File: config.mk
export PLATFORM = sky130hd
export DESIGN_NAME = calc_sequencer
export DESIGN_NICKNAME = d
export VERILOG_FILES = /design/src/rtl/calc_sequencer.sv
export SDC_FILE = /design/constraint.sdc
export NUM_CORES = 1
export LEC_CHECK = 0
export ABC_CLOCK_PERIOD_IN_PS = 1900
export CELL_PAD_IN_SITES_DETAIL_PLACEMENT = 1
export CELL_PAD_IN_SITES_GLOBAL_PLACEMENT = 2
export CORE_MARGIN = 2
export CORE_UTILIZATION = 30
export CTS_CLUSTER_DIAMETER = 30
export DETAILED_ROUTE_END_ITERATION = 16
export MAX_ROUTING_LAYER = met4
export PLACE_DENSITY_LB_ADDON = 0.1
export SLEW_MARGIN = 20
export SYNTH_ARGS = -nofsm -noshare
export SYNTH_HDL_FRONTEND = slang
export SYNTH_SLANG_ARGS = --single-unit
File: constraint.sdc
create_clock -name clk -period 1.9 [get_ports clk]
set_clock_uncertainty 0.15 [all_clocks]
set_input_delay 0.285 -clock clk [delete_from_list [all_inputs] [get_ports clk]]
set_output_delay 0.285 -clock clk [all_outputs]
set_load 0.1 [all_outputs]
File: src/rtl/calc_sequencer.sv
// rtl/calc_sequencer.sv - control FSM turning keypad events into calculator datapath strobes
module calc_sequencer #(
    parameter int OPW     = 2,
    parameter int ALU_LAT = 1
) (
    input  logic           clk,
    input  logic           rst_n,
    input  logic           inDigitValid,
    input  logic           inOpValid,
    input  logic [OPW-1:0] inOpCode,
    input  logic           inEquals,
    input  logic           inClear,
    output logic           outRegLoad,
    output logic           outMuxSelect,
    output logic           outAccLoad,
    output logic           outAccClear,
    output logic [OPW-1:0] outAluOp,
    output logic           outBusy,
    output logic           outDone,
    output logic [7:0]     outOpCount
);

    typedef enum logic [2:0] {
        IDLE, LOAD_A, WAIT_OP, WAIT_B, WAIT_EQ, EXEC, WRITE, DONE
    } state_t;

    localparam logic [3:0] WAIT_LAST = 4'(ALU_LAT - 1);

    state_t         state;
    state_t         stateNext;
    logic [OPW-1:0] latchedOp;
    logic [OPW-1:0] pendingOp;
    logic           pendingValid;
    logic [3:0]     waitCnt;
    logic [7:0]     opCount;
    logic           accClearQ;

    logic           latchOp;
    logic           setPending;
    logic           dropPending;
    logic           promotePending;

    // Priority-resolved events: a higher-priority key in the same cycle masks the rest
    logic evClear, evEquals, evOp, evDigit;
    assign evClear  = inClear;
    assign evEquals = inEquals & ~inClear;
    assign evOp     = inOpValid & ~inEquals & ~inClear;
    assign evDigit  = inDigitValid & ~inOpValid & ~inEquals & ~inClear;

    // Next-state decode plus the Mealy input-register load and op bookkeeping strobes
    always_comb begin
        stateNext      = state;
        outRegLoad     = 1'b0;
        latchOp        = 1'b0;
        setPending     = 1'b0;
        dropPending    = 1'b0;
        promotePending = 1'b0;
        if (evClear) begin
            stateNext = IDLE;
        end else begin
            case (state)
                IDLE: begin
                    if (evDigit) begin
                        outRegLoad = 1'b1;
                        stateNext  = LOAD_A;
                    end
                end
                LOAD_A: stateNext = WAIT_OP;
                WAIT_OP: begin
                    if (evOp) begin
                        latchOp   = 1'b1;
                        stateNext = WAIT_B;
                    end
                end
                WAIT_B: begin
                    if (evDigit) begin
                        outRegLoad = 1'b1;
                        stateNext  = WAIT_EQ;
                    end else if (evOp) begin
                        latchOp = 1'b1;
                    end
                end
                WAIT_EQ: begin
                    if (evEquals) begin
                        dropPending = 1'b1;
                        stateNext   = EXEC;
                    end else if (evOp) begin
                        setPending = 1'b1;
                        stateNext  = EXEC;
                    end else if (evDigit) begin
                        outRegLoad = 1'b1;
                    end
                end
                EXEC: begin
                    if (waitCnt == WAIT_LAST) stateNext = WRITE;
                end
                WRITE: begin
                    if (pendingValid) begin
                        promotePending = 1'b1;
                        stateNext      = WAIT_B;
                    end else begin
                        stateNext = DONE;
                    end
                end
                DONE: begin
                    if (evOp) begin
                        latchOp   = 1'b1;
                        stateNext = WAIT_B;
                    end else if (evDigit) begin
                        outRegLoad = 1'b1;
                        stateNext  = LOAD_A;
                    end
                end
                default: stateNext = IDLE;
            endcase
        end
    end

    // State, op latches, ALU wait counter and saturating operation counter
    always_ff @(posedge clk or negedge rst_n) begin
        if (!rst_n) begin
            state        <= IDLE;
            latchedOp    <= '0;
            pendingOp    <= '0;
            pendingValid <= 1'b0;
            waitCnt      <= 4'd0;
            opCount      <= 8'd0;
            accClearQ    <= 1'b0;
        end else begin
            state     <= stateNext;
            accClearQ <= evClear;
            if (evClear) begin
                latchedOp    <= '0;
                pendingOp    <= '0;
                pendingValid <= 1'b0;
                waitCnt      <= 4'd0;
                opCount      <= 8'd0;
            end else begin
                waitCnt <= (state == EXEC && stateNext == EXEC) ? waitCnt + 4'd1 : 4'd0;
                if (latchOp) latchedOp <= inOpCode;
                if (dropPending) begin
                    pendingOp    <= '0;
                    pendingValid <= 1'b0;
                end
                if (setPending) begin
                    pendingOp    <= inOpCode;
                    pendingValid <= 1'b1;
                end
                if (promotePending) begin
                    latchedOp    <= pendingOp;
                    pendingOp    <= '0;
                    pendingValid <= 1'b0;
                end
                if (state == WRITE && opCount != 8'hFF) opCount <= opCount + 8'd1;
            end
        end
    end

    // Moore outputs; the clear strobe always lands in IDLE, so the load mask is a safety net
    assign outAccClear  = accClearQ;
    assign outAccLoad   = (state == LOAD_A || state == WRITE) && !accClearQ;
    assign outMuxSelect = (state == EXEC || state == WRITE);
    assign outBusy      = (state == EXEC || state == WRITE);
    assign outDone      = (state == DONE);
    assign outAluOp     = (state == IDLE) ? '0 : latchedOp;
    assign outOpCount   = opCount;

endmodule

-- Yosys cells after proc, flatten, opt, wreduce, memory -nomap -nowiden
Cells that the tools add are included.
- add/subtract/negate cells: 2
- equality and inequality tests: 9
- multiplexer cells: 44
- bitwise logic cells: 9
- reductions and logical operators: 13
- operators with widths (kind ; count):
    two-way mux 3 bit ; 9
    case mux 3 bit (8 select lines) ; 1
    two-way mux 1 bit ; 20
    two-way mux 2 bit ; 8
    two-way mux 8 bit ; 2
    equality test 3 bit, second input constant ; 5
    adder 8 x 1 -> 8 bit, second input constant ; 1
    two-way mux 4 bit ; 2
    inequality test 8 bit, second input constant ; 1
    bitwise AND 1 bit ; 6
    equality test 3 x 2 -> 1 bit, second input constant ; 2
    adder 4 x 1 -> 4 bit, second input constant ; 1
    zero test 4 bit ; 1
    nonzero test 4 bit ; 1
    OR reduction 2 bit ; 2
    equality test 3 x 1 -> 1 bit, second input constant ; 1
    logical AND 1 bit ; 3
    zero test 3 bit ; 1
    NOT 1 bit ; 3
    case mux 1 bit (3 select lines) ; 1
    nonzero test 3 bit ; 1
    logical OR 1 bit ; 2
    case mux 1 bit (2 select lines) ; 1
    nonzero test 2 bit ; 1
    zero test 1 bit ; 1
- register bits after elaboration: 21
- bits of input ports: 8
- word-level logic and storage cells: 84

-- Longest topological paths before layout
- depth in word-level cells: 12
- mapped depth: 6
- depth with buffers taken out: 6

-- Worst setup path after synthesis
OpenSTA, ideal clock, no wires.
- path type: reg2out
- start point: register accClearQ, in the netlist outAccClear
- end point: output port outAccLoad
- data arrival time: 2.144 ns
- data required time: 1.465 ns
- path slack: -0.679 ns
- stages on the path, launching flop included: 2
- path buffers: 0
- path through: dfrtp_1 -> nor2_1
- longest elaborated chain between the ends: 2
- ends and longest elaborated chain (item ; RTL line ; text):
    start: declaration ; 36 ; logic accClearQ;
    start signal: assignment ; 131 ; accClearQ <= evClear;
    zero test 1 bit ; 161 ; assign outAccLoad = (state == LOAD_A || state == WRITE) && !accClearQ;
    logical AND 1 bit ; 161 ;
    end: declaration ; 15 ; output logic outAccLoad,
Every way passes these cells.

-- Worst setup path in the final report
- start point: input port inOpValid
- end point: output port outRegLoad
- longest elaborated chain between the ends: 9
- elaborated cells on any way between the ends: 11
- those cells by class: 5 x mux; 6 x bitwise
- ends and longest elaborated chain (item ; RTL line ; text):
    start: declaration ; 9 ; input logic inOpValid,
    NOT 1 bit ; 48 ; assign evDigit = inDigitValid & ~inOpValid & ~inEquals & ~inClear;
    bitwise AND 1 bit (3 in a row) ; 48 ;
    two-way mux 1 bit ; - ;
    two-way mux 1 bit ; 106 ; if (evOp) begin
    two-way mux 1 bit ; 84 ; if (evEquals) begin
    case mux 1 bit (3 select lines) (*) ; 61 ; case (state)
    two-way mux 1 bit (*) ; 58 ; if (evClear) begin
    end: declaration ; 13 ; output logic outRegLoad,
Mark *: on every way between the ends. The rest lies on a longest branch, timed or not.

==> key figures <==
STA
  – Fmax: about 0.54 GHz
  – Period utilization: 97.8%
  – RSZ-0062 raised after global routing: yes
  – Slew HR: about four fifths
  – Slew Limit Fails: 0
  – Hold violation count in the final report: 0
  – Worst Max-Slew Pin Slew: 0.291 ns
  – Setup violations, final: 0
  – Post-layout min period: 1.86 ns
  – Fin Hold WS: roughly 0.21 ns

Cells and area
  – P&R area growth vs syn: 51.9%
  – Fin nets: approximately 190
  – Share of layout cells above drive strength 1: ~40%
  – Final core occ: ~48%
  – Post-route cell area: 0.00192 mm^2
  – Ant. Diodes: 0

Synthesis
  – EDFF count, synth: 0
  – Post-synth top area cell: dfrtp_1
  – Post-Syn Nets: ~150
  – Area share of the largest cell type after synthesis: 41.5%
  – Post-synth ARST share: 100%
  – Yosys reg bits: 21
  – Synth Cell Area: between 0.001 and 0.0015 mm^2
  – Synth Flop Type: dfrtp_1
  – Synth Instances: 135
  – Yosys warning count: 0
  – Top post-synthesis cells by area: dfrtp_1 (42%), nor2_1 (5.3%), a21oi_1 (3.6%)
  – Cell with the most instances after synthesis: dfrtp_1
  – Mapped Avg Cell Area: roughly 9.4 um^2
  – Synth cell count leaders: dfrtp_1 (21), nor2_1 (18), a21oi_1 (9), inv_1 (8), o21ai_0 (7)
  – Post-synthesis cell type count: 44
  – Register area share after synthesis: 41.5%

Floorplanning
  – Initial Util: 31.4%
  – Full die area: 0.00475 mm^2
  – Die X-Extent: 68.9 um
  – Cell Rows: 23
  – Die height: 68.9 um
  – Core area: just over 0.004 mm^2
  – Ports: 24

Setup path
  – Reg-to-reg slack, setup: roughly 0.19 ns
  – Critical Path Start: inOpValid
  – Crit path capture: outRegLoad
  – Crit-path slowest cell: or4b_4
  – Critical Path RT: 1.46 ns
  – Buf/Inv on CP: 2
  – Crit-path max FO: 2
  – Crit. End Element: primary output
  – Levels on crit path: 4
  – R2r endpoint: latchedOp[1]
  – R2R cell count: 6
  – CP max stage delay: 0.57 ns
  – Crit Path Category: input port to primary output
  – Crit path cell chain: dlygate4sd2_1, or4b_4, nor2_4, buf_12
  – Setup crit start kind: input port
  – R2R Path Start: state[0]
  – CP delay by family, top: simple AND/OR/NAND/NOR gates
  – CP Data Arrival Time: ~1.4 ns

Power
  – Seq pwr share: 41.2%
  – Overall power: 0.00114 W
  – Psw: between 0.0003 and 0.0004 W
  – Clock network power share: 28.1%
  – PD cells: 595 mW/mm^2
  – Logic pwr share: 30.7%
  – Leakage power: between 0.8 and 0.9 nW
  – Switching share of total power: between 30% and 40%
  – VDD IR max: about 0.29 mV
  – P_int: 0.000774 W

Clock tree
  – Worst-Skew Late Latency: 0.27 ns
  – Hold Buf Count CTS: 0
  – Reg clk slew, reported paths: 0.09 ns
  – TritonCTS Buffers: 3
  – CTS tree: yes
  – Clock Tree Root: clkbuf_8
  – CTS max path bufs: 2
  – Clock sink total: 21
  – H-tree depth: 1

Global routing
  – First-pass GRT wire length: 5770 um
  – Number of global-route vias before repair: 1181
  – Largest net degree at the start of global routing: 22
  – Global Route Usage Sum: around 17%
  – Initial antenna violation count: 0
  – Gr ovfl total: 0

Run status
  – Status: complete, no violations

Place
  – Dpl hpwl: 2480 um
  – I/O Buffers: 23
  – GP Congestion: 0.704
  – DP Area: 0.00179 mm^2

Job
  – Reported max-cap violation count: 0

Detailed routing
  – WL/cell: 15.4 um
  – Routed WL: 3460 um
  – Drt drc: 0
  – DR vias/cell: 5.15
  – Number of DRC markers in iteration 0: 66
  – Final ANT Viol Nets: 0
  – Routed via count: 1159
  – Initial DRT Pass Iterations: 4

Worst hold path
  – Worst min path class: input port to asynchronous set/reset pin
state kept, by name (all words and copies together) (netlist names):
signal / cells
outOpCount: 8
waitCnt: 4
state: 3
latchedOp: 2
pendingOp: 2
outAccClear: 1
pendingValid: 1
metal layers:
layer	part of all wire (%)	vias up	track usage (%)
met5	0	-	-
met1	45	579	21.8
li1	-	558	-
met3	3.2	5	2.92
met4	1.3	0	5.88
met2	50	17	27.8
what timing repair did:
| item | CTS | global route |
|---|---|---|
| setup buffers | 3 | 4 |
| pin swaps | 2 | 1 |
| setup endpoints to repair | 4 | 6 |
| gates resized for setup | 9 | 5 |
worst register-to-register path, cell delays in order, from the launching register on:
cell       delay (ns)
dfrtp_2          0.43
buf_4            0.14
buf_4            0.15
nand2b_1         0.16
nand4_1          0.20
nor2_1           0.08
a2111oi_2        0.29
cells by family after synthesis:
logic type	count (synthesis)	share of synthesized area, %
muxes	4	3.17
and+or+nand+nor	55	24.5
buffers and inverters	16	7.02
DFF	21	41.5
adders and majority gates	3	2.97
xor gates and xnor gates	4	2.77
AOI/OAI and AO/OA	32	18.0
worst min path at each step:
stage / end / slack, ns / depth (start not counted)
final: outOpCount[2] / 0.21 / 2
after global routing: outOpCount[2] / 0.23 / 2
after CTS: outOpCount[2] / 0.22 / 2
after detailed placement: waitCnt[0] / 0.34 / 1
after global placement: waitCnt[0] / 0.33 / 1
after floorplan: latchedOp[0] / -0.16 / 0
final cells by class:
cell class | instances | area (um^2)
Timing Repair Buffer | 44 | 551
Fill cell | 459 | 2110
Inverter | 8 | 30.0
Sequential cell | 21 | 537
Clock inverter | 1 | 7.51
Multi-Input combinational cell | 98 | 693
Clock buffer | 3 | 41.3
Tap cell | 50 | 62.6
power by group through the flow:
stage | registers [W] | clock network, W | logic [W]
after floorplan | 0.000481 | 0 | 0.000157
after global placement | 0.000486 | 0 | 0.000266
after detailed placement | 0.000485 | 0 | 0.000274
after CTS | 0.000470 | 0.000336 | 0.000307
after global routing | 0.000473 | 0.000352 | 0.000382
final | 0.000471 | 0.000321 | 0.000351
metrics by stage:
step	worst slack (ns)	TNS (ns)	cells
6_report	0.0424	0	225
5_1_grt	-0.0121	-0.0151	225
4_1_cts	0.00560	0	221
3_5_place_dp	-0.137	-0.648	214
3_3_place_gp	-0.130	-0.486	214
2_1_floorplan	-0.486	-1.54	135
placed cells by master, fill, tap and decap left out, types with 2 or more instances in the layout:
master / instances
buf_4: 19
buf_12: 16
nor2_1: 15
dfrtp_1: 12
dfrtp_2: 9
inv_1: 8
a21oi_1: 8
o21ai_0: 7
nand3_1: 6
nand2_1: 5
mux2i_1: 4
nor2_2: 4
dlygate4sd2_1: 4
nand4_1: 3
a31oi_1: 3
ha_1: 3
clkbuf_8: 3
clkdlybuf4s50_1: 3
nor2_4: 2
nor3_2: 2
o31ai_1: 2
nor2b_2: 2
xor2_1: 2
nand2b_1: 2
a2111oi_2: 2
a22o_1: 2
and3_1: 2
buf_6: 2
Note: power is estimated with default switching activity, not from simulation.
